[src/rtl/rv32i_types.sv]
// Shared RV32 type definitions used by the EX-stage mul/div unit.
// Holds the RV32M funct3 encoding and the OP funct7 value that marks M-extension ops.
package rv32i_types;

  localparam logic [6:0] funct7_muldiv = 7'b0000001;

  typedef enum logic [2:0] {
    mul    = 3'd0,
    mulh   = 3'd1,
    mulhsu = 3'd2,
    mulhu  = 3'd3,
    div    = 3'd4,
    divu   = 3'd5,
    rem    = 3'd6,
    remu   = 3'd7
  } mul_funct3_t;

  // Upper half of the funct3 space is the divide family.
  function automatic logic is_div_op(input mul_funct3_t f);
    return f[2];
  endfunction

endpackage

[src/rtl/ex_muldiv_unit_if.sv]
// EX-stage handshake between the ID/EX register and the mul/div unit.
// The pipeline drives the master side; the unit sits on the slave side.
interface ex_muldiv_unit_if #(parameter int XLEN = 32);
  import rv32i_types::*;

  logic            valid_ex;
  logic            is_muldiv_ex;
  mul_funct3_t     funct3_ex;
  logic [XLEN-1:0] rs1_ex;
  logic [XLEN-1:0] rs2_ex;
  logic            flush;
  logic            hold;
  logic            stall_req;
  logic            result_valid;
  logic [XLEN-1:0] result;

  modport master (
    output valid_ex, is_muldiv_ex, funct3_ex, rs1_ex, rs2_ex, flush, hold,
    input  stall_req, result_valid, result
  );

  modport slave (
    input  valid_ex, is_muldiv_ex, funct3_ex, rs1_ex, rs2_ex, flush, hold,
    output stall_req, result_valid, result
  );

endinterface

[src/rtl/muldiv_iter_step.sv]
// One radix-2 iteration of the mul/div datapath, purely combinational.
// Multiply: {product_hi, multiplier} shift-add. Divide: {remainder, quotient} restoring step.
module muldiv_iter_step #(
  parameter int XLEN = 32
) (
  input  logic              i_is_div,
  input  logic [2*XLEN-1:0] i_acc,
  input  logic [XLEN-1:0]   i_opnd,
  output logic [2*XLEN-1:0] o_acc
);

  logic [XLEN:0]   w_sum;
  logic [XLEN:0]   w_top;
  logic [XLEN-1:0] w_diff;
  logic            w_ge;

  // Shifted partial remainder needs one extra bit before the compare.
  assign w_sum  = {1'b0, i_acc[2*XLEN-1:XLEN]} + (i_acc[0] ? {1'b0, i_opnd} : {(XLEN+1){1'b0}});
  assign w_top  = i_acc[2*XLEN-1:XLEN-1];
  assign w_ge   = w_top >= {1'b0, i_opnd};
  assign w_diff = w_top[XLEN-1:0] - i_opnd;

  always_comb begin
    if (i_is_div) begin
      o_acc = w_ge ? {w_diff, i_acc[XLEN-2:0], 1'b1} : {i_acc[2*XLEN-2:0], 1'b0};
    end else begin
      o_acc = {w_sum, i_acc[XLEN-1:1]};
    end
  end

endmodule

[src/rtl/ex_muldiv_unit.sv]
// Iterative RV32M multiply/divide unit for the EX stage: 32 radix-2 iterations per op,
// with divide-by-zero and signed-overflow short-cuts straight to DONE.
module ex_muldiv_unit
  import rv32i_types::*;
#(
  parameter int XLEN       = 32,
  parameter int ITER_CNT_W = 6
) (
  input logic             clk,
  input logic             rst_n,
  ex_muldiv_unit_if.slave bus
);

  typedef enum logic [1:0] {IDLE, BUSY, DONE} state_t;

  state_t                r_state, w_next_state;
  logic [ITER_CNT_W-1:0] r_cnt;
  logic [2*XLEN-1:0]     r_acc, w_acc_next, w_prod;
  logic [XLEN-1:0]       r_opnd, r_result;
  mul_funct3_t           r_funct3;
  logic                  r_neg_res, r_neg_rem;

  logic                  w_start, w_is_div, w_special, w_div_zero, w_div_ovf, w_last, w_stall;
  logic                  w_a_signed, w_b_signed, w_a_neg, w_b_neg;
  logic [XLEN-1:0]       w_abs_a, w_abs_b, w_special_res, w_quot, w_rem, w_final;

  assign w_start    = (r_state == IDLE) & bus.valid_ex & bus.is_muldiv_ex & ~bus.flush;
  assign w_is_div   = is_div_op(bus.funct3_ex);
  assign w_div_zero = w_is_div & (bus.rs2_ex == '0);
  assign w_div_ovf  = w_is_div & ~bus.funct3_ex[0] & (bus.rs1_ex == {1'b1, {(XLEN-1){1'b0}}})
                    & (bus.rs2_ex == '1);
  assign w_special  = w_div_zero | w_div_ovf;
  assign w_last     = r_cnt == ITER_CNT_W'(XLEN-1);

  // Overflow quotient equals rs1 (the most negative value), so both special cases share a mux.
  assign w_special_res = bus.funct3_ex[1] ? (w_div_zero ? bus.rs1_ex : '0)
                                          : (w_div_zero ? '1 : bus.rs1_ex);

  always_comb begin
    // NOTE: every signal driven here gets a default first, so no path can infer a latch.
    w_a_signed = 1'b0;
    w_b_signed = 1'b0;
    case (bus.funct3_ex)
      mulh, div, rem: begin
        w_a_signed = 1'b1;
        w_b_signed = 1'b1;
      end
      mulhsu:  w_a_signed = 1'b1;
      default: ;
    endcase
  end

  assign w_a_neg = w_a_signed & bus.rs1_ex[XLEN-1];
  assign w_b_neg = w_b_signed & bus.rs2_ex[XLEN-1];
  assign w_abs_a = w_a_neg ? -bus.rs1_ex : bus.rs1_ex;
  assign w_abs_b = w_b_neg ? -bus.rs2_ex : bus.rs2_ex;

  muldiv_iter_step #(.XLEN(XLEN)) u_step (
    .i_is_div (is_div_op(r_funct3)),
    .i_acc    (r_acc),
    .i_opnd   (r_opnd),
    .o_acc    (w_acc_next)
  );

  always_comb begin
    w_prod = r_neg_res ? -w_acc_next : w_acc_next;
    w_quot = r_neg_res ? -w_acc_next[XLEN-1:0] : w_acc_next[XLEN-1:0];
    w_rem  = r_neg_rem ? -w_acc_next[2*XLEN-1:XLEN] : w_acc_next[2*XLEN-1:XLEN];
    case (r_funct3)
      mul:                 w_final = w_prod[XLEN-1:0];
      mulh, mulhsu, mulhu: w_final = w_prod[2*XLEN-1:XLEN];
      div, divu:           w_final = w_quot;
      default:             w_final = w_rem;
    endcase
  end

  always_ff @(posedge clk) begin
    // NOTE: sequential state uses non-blocking assignments so all registers update together.
    if (!rst_n) r_state <= IDLE;
    else        r_state <= w_next_state;
  end

  always_comb begin
    w_next_state = r_state;
    w_stall      = 1'b0;
    case (r_state)
      IDLE: if (w_start) begin
        w_stall      = 1'b1;
        w_next_state = w_special ? DONE : BUSY;
      end
      BUSY: if (bus.flush) begin
        w_next_state = IDLE;
      end else begin
        w_stall = 1'b1;
        if (w_last) w_next_state = DONE;
      end
      DONE: if (bus.flush || !bus.hold) w_next_state = IDLE;
      default: w_next_state = IDLE;
    endcase
  end

  always_ff @(posedge clk) begin
    if (!rst_n) begin
      r_cnt     <= '0;
      r_acc     <= '0;
      r_opnd    <= '0;
      r_funct3  <= mul;
      r_neg_res <= 1'b0;
      r_neg_rem <= 1'b0;
      r_result  <= '0;
    end else begin
      case (r_state)
        IDLE: if (w_start) begin
          r_cnt     <= '0;
          r_funct3  <= bus.funct3_ex;
          r_neg_res <= w_a_neg ^ w_b_neg;
          r_neg_rem <= w_a_neg;
          // Divide iterates on the dividend, multiply on the multiplier, both in the low half.
          r_acc     <= {{XLEN{1'b0}}, w_is_div ? w_abs_a : w_abs_b};
          r_opnd    <= w_is_div ? w_abs_b : w_abs_a;
          if (w_special) r_result <= w_special_res;
        end
        BUSY: begin
          r_acc <= w_acc_next;
          r_cnt <= r_cnt + 1'b1;
          if (w_last) r_result <= w_final;
        end
        default: ;
      endcase
    end
  end

  assign bus.stall_req    = w_stall;
  assign bus.result_valid = (r_state == DONE);
  assign bus.result       = r_result;

endmodule

[src/flat_wrapper.sv]
// flat-port wrapper written by rule: the top's interface ports become plain ports
module ex_muldiv_unit_flat import rv32i_types::*;
#(
  parameter int XLEN       = 32,
  parameter int ITER_CNT_W = 6
)
  (clk, rst_n, bus_valid_ex, bus_is_muldiv_ex, bus_funct3_ex, bus_rs1_ex, bus_rs2_ex, bus_flush, bus_hold, bus_stall_req, bus_result_valid, bus_result);
  ex_muldiv_unit_if #(.XLEN(XLEN)) bus_i ();
  input logic clk;
  input logic rst_n;
  input wire logic [$bits(bus_i.valid_ex)-1:0] bus_valid_ex;
  input wire logic [$bits(bus_i.is_muldiv_ex)-1:0] bus_is_muldiv_ex;
  input wire logic [$bits(bus_i.funct3_ex)-1:0] bus_funct3_ex;
  input wire logic [$bits(bus_i.rs1_ex)-1:0] bus_rs1_ex;
  input wire logic [$bits(bus_i.rs2_ex)-1:0] bus_rs2_ex;
  input wire logic [$bits(bus_i.flush)-1:0] bus_flush;
  input wire logic [$bits(bus_i.hold)-1:0] bus_hold;
  output wire logic [$bits(bus_i.stall_req)-1:0] bus_stall_req;
  output wire logic [$bits(bus_i.result_valid)-1:0] bus_result_valid;
  output wire logic [$bits(bus_i.result)-1:0] bus_result;
  assign bus_i.valid_ex = bus_valid_ex;
  assign bus_i.is_muldiv_ex = bus_is_muldiv_ex;
  assign bus_i.funct3_ex = bus_funct3_ex;
  assign bus_i.rs1_ex = bus_rs1_ex;
  assign bus_i.rs2_ex = bus_rs2_ex;
  assign bus_i.flush = bus_flush;
  assign bus_i.hold = bus_hold;
  assign bus_stall_req = bus_i.stall_req;
  assign bus_result_valid = bus_i.result_valid;
  assign bus_result = bus_i.result;
  ex_muldiv_unit #(.XLEN(XLEN), .ITER_CNT_W(ITER_CNT_W)) u_core (.clk(clk), .rst_n(rst_n), .bus(bus_i));
endmodule
[config.mk]
export PLATFORM = sky130hd
export DESIGN_NAME = ex_muldiv_unit_flat
export DESIGN_NICKNAME = d
export VERILOG_FILES = /design/src/rtl/rv32i_types.sv /design/src/rtl/ex_muldiv_unit_if.sv /design/src/rtl/muldiv_iter_step.sv /design/src/rtl/ex_muldiv_unit.sv /design/src/flat_wrapper.sv
export SDC_FILE = /design/constraint.sdc
export NUM_CORES = 1
export LEC_CHECK = 0
export ABC_CLOCK_PERIOD_IN_PS = 12080
export CAP_MARGIN = 40
export CELL_PAD_IN_SITES_DETAIL_PLACEMENT = 1
export CELL_PAD_IN_SITES_GLOBAL_PLACEMENT = 1
export CORE_MARGIN = 10
export CORE_UTILIZATION = 39
export CTS_BUF_LIST = sky130_fd_sc_hd__clkbuf_8 sky130_fd_sc_hd__clkbuf_16
export CTS_CLUSTER_SIZE = 25
export DETAILED_ROUTE_END_ITERATION = 8
export GPL_TIMING_DRIVEN = 0
export PLACE_DENSITY = 0.7
export REMOVE_ABC_BUFFERS = 1
export SLEW_MARGIN = 0
export SYNTH_ARGS = -nofsm -noshare
export SYNTH_HDL_FRONTEND = slang
export SYNTH_SLANG_ARGS = --single-unit
[constraint.sdc]
create_clock -name clk -period 12.08 [get_ports clk]
set_clock_uncertainty 0.2 [all_clocks]
set_input_delay 1.812 -clock clk [delete_from_list [all_inputs] [get_ports clk]]
set_output_delay 1.812 -clock clk [all_outputs]
set_load 0.02 [all_outputs]
# Yosys cells after proc, flatten, opt, wreduce, memory -nomap -nowiden
# Index checks and enable logic that the tools add are counted.
totals:
  reg_bits: 141
classes:
  eq_ne: 19
  n_reduce_logical: 14
  magnitude_cmp: 1
  add_sub_neg: 8
  muxes: 33
  n_bitwise: 13
ops:
  columns: ["cell", "n"]
  rows:
  - ["32-bit two-way mux", 13]
  - ["64-bit two-way mux", 4]
  - ["32-bit negation", 4]
  - ["64-bit case mux with 2 select lines", 1]
  - ["32-bit case mux with 3 select lines", 1]
  - ["32-bit equality test (second input constant)", 2]
  - ["64-bit negation", 1]
  - ["32-bit case mux with 2 select lines", 1]
  - ["32-bit by 33-bit adder with 33-bit output", 1]
  - ["33-bit by 32-bit >= comparator with 1-bit output", 1]
  - ["32-bit zero test", 1]
  - ["32-bit subtractor", 1]
  - ["3-bit equality test (second input constant)", 4]
  - ["6-bit case mux with 2 select lines", 1]
  - ["2-bit two-way mux", 5]
  - ["1-bit AND", 9]
  - ["3-bit by 2-bit equality test with 1-bit output (second input constant)", 3]
  - ["2-bit by 1-bit != test with 1-bit output (second input constant)", 4]
  - ["6-bit by 1-bit adder with 6-bit output (second input constant)", 1]
  - ["3-bit by 1-bit equality test with 1-bit output (second input constant)", 2]
  - ["6-bit by 5-bit equality test with 1-bit output (second input constant)", 1]
  - ["6-bit two-way mux", 1]
  - ["2-bit case mux with 3 select lines", 1]
  - ["3-bit OR reduction", 2]
  - ["18 further kinds", 23]

# Longest topological paths before layout
# Gate-level depths: netlist of run 1.
logic_depth:
  depth_word: 8
  ltp_mapped: 22

# Modules after synthesis
# A second synthesis of run 1 with hierarchy kept.
unflattened:
  hier_cells: 2198
  area_unflattened_um2: 15549.9
by_module_without_submodules:
  columns: ["mod", "n_inst", "seq_area_each_um2", "area_each_um2", "cells_per_inst"]
  rows:
  - ["ex_muldiv_unit", 1, 2822.7, 10851.7, 1527]
  - ["muldiv_iter_step", 1, 0.0, 4698.3, 671]

# Worst setup path before layout of run 1
# No wires, ideal clock.
synth_path:
  path_type: "input port to output port"
  from: "in bus_flush"
  to: "out bus_stall_req"
  setup_slack_ps: 6942
  arrival_time_ps: 3126
  path_stages: 7
  cell_sequence: "inv_1 nand3_1 or3_1 clkbuf_1 clkbuf_1 clkbuf_1 o21ai_0"
synth_between:
  elab_chain_len: 4
synth_lines:
  columns: ["element", "line_no", "text"]
  rows:
  - ["start: declaration", "flat_wrapper.sv:16", "input wire logic [$bits(bus_i.flush)-1:0] bus_flush;"]
  - ["1-bit NOT", "ex_muldiv_unit.sv:27", "assign w_start = (r_state == IDLE) & bus.valid_ex & bus.is_muldiv_ex & ~bus.flush;"]
  - ["1-bit AND", "ex_muldiv_unit.sv:27", null]
  - ["1-bit two-way mux", "ex_muldiv_unit.sv:87", "IDLE: if (w_start) begin"]
  - ["1-bit case mux with 2 select lines (*)", "ex_muldiv_unit.sv:86", "case (r_state)"]
  - ["end: declaration", "flat_wrapper.sv:18", "output wire logic [$bits(bus_i.stall_req)-1:0] bus_stall_req;"]
# Every way passes the cells marked *; elsewhere a longest branch is shown, timed or not.

# Worst setup path after layout of run 1
layout_path:
  from: "reg u_core.r_opnd[8]"
  to: "reg u_core.r_result[10], in the netlist u_core.bus.result[10]"
layout_between:
  elab_chain_len: 8
layout_lines:
  columns: ["element", "line_no", "text"]
  rows:
  - ["start: declaration", "ex_muldiv_unit.sv:19", "logic [XLEN-1:0] r_opnd, r_result;"]
  - ["start signal: assignment", "ex_muldiv_unit.sv:120", "r_opnd <= w_is_div ? w_abs_b : w_abs_a;"]
  - ["32-bit two-way mux (tied with other cells)", "muldiv_iter_step.sv:18", "assign w_sum = {1'b0, i_acc[2*XLEN-1:XLEN]} + (i_acc[0] ? {1'b0, i_opnd} : {(XLEN+1){1'b0}});"]
  - ["32-bit by 33-bit adder with 33-bit output / 64-bit two-way mux (equally long branches)", "muldiv_iter_step.sv:18, muldiv_iter_step.sv:25", null]
  - ["64-bit two-way mux (*)", "muldiv_iter_step.sv:24", "if (i_is_div) begin"]
  - ["64-bit negation (tied with other cells)", "ex_muldiv_unit.sv:66", "w_prod = r_neg_res ? -w_acc_next : w_acc_next;"]
  - ["64-bit two-way mux (tied with other cells)", "ex_muldiv_unit.sv:66", null]
  - ["32-bit case mux with 3 select lines (*)", "ex_muldiv_unit.sv:69", "case (r_funct3)"]
  - ["32-bit two-way mux (*)", "ex_muldiv_unit.sv:126", "if (w_last) r_result <= w_final;"]
  - ["32-bit case mux with 2 select lines (*)", "ex_muldiv_unit.sv:112", "case (r_state)"]
  - ["end signal: assignment", "ex_muldiv_unit.sv:121", "if (w_special) r_result <= w_special_res;"]
  - ["end signal: assignment", "ex_muldiv_unit.sv:126", null]
  - ["end: declaration", "ex_muldiv_unit.sv:19", null]
# Every way passes the cells marked *; elsewhere a longest branch is shown, timed or not. The select of a mux whose other input is x is not followed.
# A chain may end at the register's enable or synchronous reset.

==> flow_summary_export.csv, run 1 <==
group,metric,value,unit
detailed_routing,ant_nets,0,
clock_network,clockRootBuffer,"clkbuf_16",
critical_path,cp_num_cells,21,
floorplan,die_h,226,um
timing,period_needed,6780,ps
synth,synth_cell_types,100,
synth,synth_seq_area_share,0.171,
place,post-place-ws,5350,ps
floorplan,core_area,41900,um2
layout,finish.instance_area,18900,um2
detailed_routing,met2_length,32700,um
critical_path,worstSetupPathType,"reg2reg",
global_routing,grt_pass1_wl,109000,um
synth,ys_seq_elements,141,
floorplan,start_util,0.394,
min_path,hp-class,"reg2reg",
timing,fin_crit_sh,0.562,
detailed_routing,wl_met3,2970,um
place,globalplace.congestion,0.940,
detailed_routing,firstDrtPassIters,7,
layout,drive_above_1_share,0.0604,
power_and_ir_drop,p_comb_frac,0.365,
layout,final_cell_mix,"nand2_1 (262), nor2_1 (171), a21oi_1 (152)",
timing,worst_slew_pin_slew,847,ps
layout,antenna-diode-count,0,
synth,synth_edf_count,0,
floorplan,placementRows,75,
floorplan,io-pin-count,107,
detailed_routing,post_drt_wl_per_cell,24.7,um
timing,hold_violations,0,
floorplan,dieArea,51000,um2
status,status,"finished, final reports clean",
layout,areaGrowthSynthToFinish,14.3,%
critical_path,cp.buffers_inverters,2,
critical_path,cp_data_arrival_time,6910,ps
detailed_routing,top_layer_used,"met4",
clock_network,clk_transition_reported_paths,60,ps
clock_network,cts_max_level,4,
power_and_ir_drop,ir_drop,0.106,mV
timing,finalWorstSetupSlack,5300,ps
critical_path,crit_start,"u_core.r_opnd[8]",
clock_network,hold_buffers,0,
synth,netlist_area,16500,um2
clock_network,insertion_delay,460,ps
clock_network,cts.sinks,141,
timing,slew_headroom,0.421,
detailed_routing,vias,18134,
detailed_routing,drtIter0Drc,1213,
global_routing,overflow,0,
clock_network,cts_tree,"built",
synth,synthArstFlopShare,0,
layout,fin_nets,2466,
detailed_routing,wirelength_met1,33000,um
critical_path,worstPathMaxFanout,14,
critical_path,critPathCaptureType,"flop",
power_and_ir_drop,switching_power,0.000669,W
timing,setup_viol_count_final,0,
power_and_ir_drop,clockPowerShare,0.349,
critical_path,r2r-end,"u_core.bus.result[10]",
place,dp.cells,2841,
place,dp_hpwl,55400,um
layout,final_common_cell,"nand2_1",
critical_path,worstRegToRegCells,21,
detailed_routing,remaining_drc_errors,0,
critical_path,cp_top_family,"compound AO/OA/AOI/OAI gates",
critical_path,r2r-start,"u_core.r_opnd[8]",
job,cap_violations,0,
global_routing,grt_max_degree,80,
power_and_ir_drop,power.density,92.0,nW/um2
clock_network,cts_made_buffers,17,
clock_network,clockBufferDepth,2,
critical_path,r2r_slack,5300,ps
synth,synth_cells,2325,
global_routing,first_global_vias,18340,
timing,timing.hold.ws,276,ps
critical_path,critical_path_required,12210,ps
place,post_dp_cell_area,18200,um2
synth,synth_area_per_cell,7.10,um2
global_routing,antenna_found_initial,1,
global_routing,track_usage,0.274,
power_and_ir_drop,internal_power,0.00107,W
power_and_ir_drop,leakage,7.15,nW
synth,synth_ff_type,"dfxtp_1",
critical_path,start_kind,"flop",
timing,rsz0062_at_grt,"no",
critical_path,crit_end,"u_core.bus.result[10]",
critical_path,max_stage_delay,540,ps
detailed_routing,drt_wl_total,70900,um
place,portBuffers,106,
layout,fin_cells,2873,
timing,timing.fmax,147,MHz
detailed_routing,via_per_inst,6.31,
timing,final_max_slew_viol_count,0,
clock_network,cts_setup_buffers,0,
critical_path,slowest_stage,"nor2_1",
critical_path,path_cells,"inv_1, ha_1, a21o_1, a31oi_1, o211ai_2, o31ai_4, buf_8, a31o_2, ha_1, o211ai_1, or2_2, nor2_1, nand4_1, or2_2, nor2_1, nand4_1, o21ai_0, xnor2_1, o221ai_1, o211ai_1, a21boi_0",
power_and_ir_drop,switching_share,0.385,
synth,yosys_warnings,0,
floorplan,die_x,226,um
clock_network,cts_resized,0,
power_and_ir_drop,seqPwrFrac,0.286,
==> area by class of cell <==
class                   instances  area (um2)
clock buffers                  19         453
clock inverters                13         196
fillers                      5194       23100
inverters                      63         238
multi-input cells            1958       12900
flip-flops and latches        141        2830
well taps                     539         674
repair buffers                140        1630
==> tightest hold or removal path, stage by stage (launching register included) <==
cell and delay (ps):
dfxtp_1 310, nand2_1 50, o22ai_1 60
==> cell usage after synthesis (27+ instances only) <==
master,number,share of area
inv_1,61,0.014
xor2_1,66,0.035
a21oi_1,154,0.047
nor3_1,57,0.017
nand4_1,40,0.015
o21ai_0,139,0.042
nor2b_1,40,0.015
o211ai_1,65,0.030
nor2_1,174,0.040
ha_1,70,0.053
a31oi_1,29,0.011
nand2_1,262,0.060
mux2i_1,35,0.021
a21boi_0,69,0.031
xnor2_1,84,0.045
maj3_1,27,0.016
clkbuf_1,123,0.028
dfxtp_1,141,0.17
a21o_1,40,0.018
and2_1,73,0.028
a211oi_1,42,0.019
nand3_1,83,0.025
==> routing by layer <==
layer / global-route usage / vias up
met1: 0.364 / 8978
met2: 0.451 / 480
met5: 0 / -
met4: 0.102 / 0
li1: - / 8586
met3: 0.0235 / 90
==> cells by family (layout without fill, tap and decap cells) <==
family / Yosys count / after routing / synth area share
XOR/XNOR: 150 / 150 / 0.0796
flip-flops: 141 / 141 / 0.171
AO/OA/AOI/OAI: 774 / 774 / 0.322
buffers and inverters: 226 / 235 / 0.0540
multiplexers: 59 / 59 / 0.0376
AND/OR/NAND/NOR: 876 / 876 / 0.264
adder cells (fa/ha/maj): 99 / 99 / 0.0718
==> stage by stage <==
step | utilization | TNS [ps] | total power [W]
after floorplan | - | 0 | 0.000871
after global placement | 0.419 | -44080 | 0.00110
after detailed placement | 0.435 | 0 | 0.00113
after CTS | 0.450 | 0 | 0.00174
after global routing | 0.450 | 0 | 0.00181
final | 0.450 | 0 | 0.00174
==> worst min path at each step <==
stage	startpoint	endpoint	slack, ps	cells past startpoint
floorplan	u_core.r_cnt[3]	u_core.r_cnt[3]	240	1
global placement	u_core.bus.result[4]	u_core.bus.result[4]	250	2
detailed placement	u_core.bus.result[20]	u_core.bus.result[20]	270	2
CTS	u_core.bus.result[8]	u_core.bus.result[8]	280	2
global route	u_core.bus.result[8]	u_core.bus.result[8]	310	2
finish	u_core.bus.result[8]	u_core.bus.result[8]	280	2
==> power by group through the flow <==
stage	Clock [W]	Sequential, W	Combinational, W
after CTS	0.000615	0.000495	0.000626
after global placement	0	0.000511	0.000584
after floorplan	0	0.000500	0.000370
after global routing	0.000634	0.000498	0.000681
final	0.000605	0.000496	0.000634
after detailed placement	0	0.000506	0.000622
==> flip-flops by register name, indices dropped and copies added (netlist names) <==
signal             flops
u_core.r_acc          64
u_core.r_cnt           6
u_core.r_neg_rem       1
u_core.r_opnd         32
u_core.r_neg_res       1
u_core.bus.result     32
u_core.r_state         2
u_core.r_funct3        3
Note: power is estimated with default switching activity, not from simulation.
==> run 2, diff against run 1 <==
- ABC_CLOCK_PERIOD_IN_PS: 12080 -> 6650
- clock period: 12.08 -> 6.65 ns (I/O delays scaled with it)
==> flow_summary_export.csv, run 2 (synthesis results as in run 1) <==
group,metric,value,unit
clock_network,clk_transition_reported_paths,60,ps
power_and_ir_drop,switching_power,0.00122,W
layout,final_cell_mix,"nand2_1 (262), nor2_1 (170), a21oi_1 (152)",
timing,hold_violations,0,
timing,worst_slew_pin_slew,903,ps
global_routing,overflow,0,
critical_path,r2r-start,"u_core.r_acc[31]",
power_and_ir_drop,ir_drop,0.191,mV
critical_path,slowest_stage,"nor4b_1",
critical_path,r2r-end,"u_core.bus.result[29]",
clock_network,cts.sinks,141,
critical_path,r2r_slack,300,ps
place,portBuffers,106,
min_path,hp-class,"reg2reg",
timing,rsz0062_at_grt,"no",
timing,finalWorstSetupSlack,299,ps
clock_network,cts_max_level,4,
power_and_ir_drop,seqPwrFrac,0.286,
critical_path,path_cells,"inv_1, ha_1, nor2b_1, o21bai_4, a2111oi_4, o31a_2, nor2_2, a311oi_2, and2_1, nand3b_4, or4_1, a32oi_1, nor2_1, nor4b_1, o22ai_1",
layout,areaGrowthSynthToFinish,14.5,%
layout,fin_nets,2468,
global_routing,grt_pass1_wl,109000,um
detailed_routing,firstDrtPassIters,5,
power_and_ir_drop,switching_share,0.385,
detailed_routing,drtIter0Drc,1281,
clock_network,insertion_delay,460,ps
floorplan,io-pin-count,107,
timing,period_needed,6350,ps
critical_path,worstRegToRegCells,15,
floorplan,die_h,226,um
floorplan,placementRows,75,
critical_path,critPathCaptureType,"flop",
place,dp_hpwl,55400,um
critical_path,worstPathMaxFanout,11,
power_and_ir_drop,internal_power,0.00194,W
clock_network,clockBufferDepth,2,
timing,timing.fmax,157,MHz
floorplan,dieArea,51000,um2
layout,top_register,"u_core.r_acc",
min_path,hold_start,"u_core.bus.result[8]",
status,status,"finished, final reports clean",
floorplan,start_util,0.394,
place,globalplace.congestion,0.940,
min_path,whs_endpoint,"u_core.bus.result[8]",
detailed_routing,drt_wl_total,71000,um
critical_path,start_kind,"flop",
critical_path,worstSetupPathType,"reg2reg",
critical_path,cp_top_family,"simple AND/OR/NAND/NOR gates",
power_and_ir_drop,p_comb_frac,0.367,
critical_path,cp.buffers_inverters,1,
min_path,hold_path_depth,2,
power_and_ir_drop,clockPowerShare,0.348,
job,cap_violations,0,
global_routing,first_global_vias,18340,
power_and_ir_drop,power.density,167,nW/um2
layout,final_common_cell,"nand2_1",
global_routing,grt_max_degree,80,
power_and_ir_drop,leakage,7.16,nW
critical_path,max_stage_delay,730,ps
critical_path,cp_data_arrival_time,6450,ps
timing,slew_headroom,0.396,
detailed_routing,ant_nets,0,
timing,setup_viol_count_final,0,
timing,timing.hold.ws,277,ps
floorplan,core_area,41900,um2
timing,final_max_slew_viol_count,0,
floorplan,die_x,226,um
global_routing,track_usage,0.274,
clock_network,cts_made_buffers,17,
layout,largest_reg_flops,64,
critical_path,critical_path_required,6750,ps
clock_network,hold_buffers,0,
layout,drive_above_1_share,0.0625,
detailed_routing,post_drt_wl_per_cell,24.7,um
place,post-place-ws,26.2,ps
detailed_routing,vias,18101,
layout,post-route-util,0.451,
clock_network,clockRootBuffer,"clkbuf_16",
global_routing,antenna_found_initial,1,
clock_network,cts_tree,"built",
timing,fin_crit_sh,0.955,
detailed_routing,via_per_inst,6.29,
detailed_routing,remaining_drc_errors,0,
-- run 2: changes by cell type in the layout (fill, tap and decap cells not counted) --
cell      previous run  this run
a211oi_1            42        41
or3_1               18        17
or3_4                2         3
nor2_2               2         3
diode_2              0         1
a211oi_2             0         1
nor2_1             171       170
buf_4                8        10
-- run 2: how the worst max path moves through the flow --
stage / from / to / depth (start not counted)
after floorplan: u_core.r_funct3[2] / u_core.bus.result[26] / 9
after global placement: bus_funct3_ex[2] / u_core.bus.result[24] / 9
after detailed placement: u_core.r_opnd[8] / u_core.bus.result[10] / 21
after CTS: u_core.r_opnd[8] / u_core.bus.result[26] / 19
after global routing: u_core.r_acc[31] / u_core.bus.result[29] / 15
final: u_core.r_acc[31] / u_core.bus.result[29] / 15
-- run 2: worst reg2reg max path: cells and delay by family (launching register included) --
family,cells,cell delay (ps)
buffers and inverters,1,130
and+or+nand+nor,7,2540
DFF,1,570
adders and majority gates,1,230
AOI/OAI and AO/OA,6,2540
-- run 2: per-layer routing --
| metal | track usage | share of wire | vias to the layer above |
|---|---|---|---|
| met5 | 0 | 0 | - |
| met4 | 0.102 | 0.031 | 0 |
| met3 | 0.0235 | 0.039 | 85 |
| met2 | 0.451 | 0.46 | 433 |
| met1 | 0.364 | 0.47 | 8989 |
| li1 | - | - | 8594 |
-- run 2: final cells by class --
class	count	area, um2
well taps	539	674
multi-input cells	1958	12900
diodes	1	2.50
repair buffers	142	1640
fillers	5192	23000
inverters	63	238
flip-flops and latches	141	2830
clock buffers	19	453
clock inverters	13	196
-- run 2: power by group through the flow --
stage	logic [W]	registers, W	clock network [W]
finish	0.00116	0.000902	0.00110
global route	0.00124	0.000904	0.00115
CTS	0.00114	0.000900	0.00112
detailed placement	0.00113	0.000919	0
global placement	0.00106	0.000928	0
floorplan	0.000673	0.000909	0
-- run 2: per-stage QoR --
stage          std cells  power (W)  instance area (um2)  TNS [ps]
2_1_floorplan       2162    0.00158                15900     -8060
3_3_place_gp        2807    0.00199                17600   -394340
3_5_place_dp        2841    0.00205                18200         0
4_1_cts             2873    0.00316                18900         0
5_1_grt             2875    0.00330                18900         0
6_report            2876    0.00316                18900         0
-- run 2: timing repair --
item | 4_1_cts | 5_1_grt
setup endpoints to repair | 1 | 3
gates cloned | 0 | 0
resized for setup | 1 | 2
hold endpoints to repair | 0 | 0
setup buffers | 0 | 2
pin swaps | 0 | 1
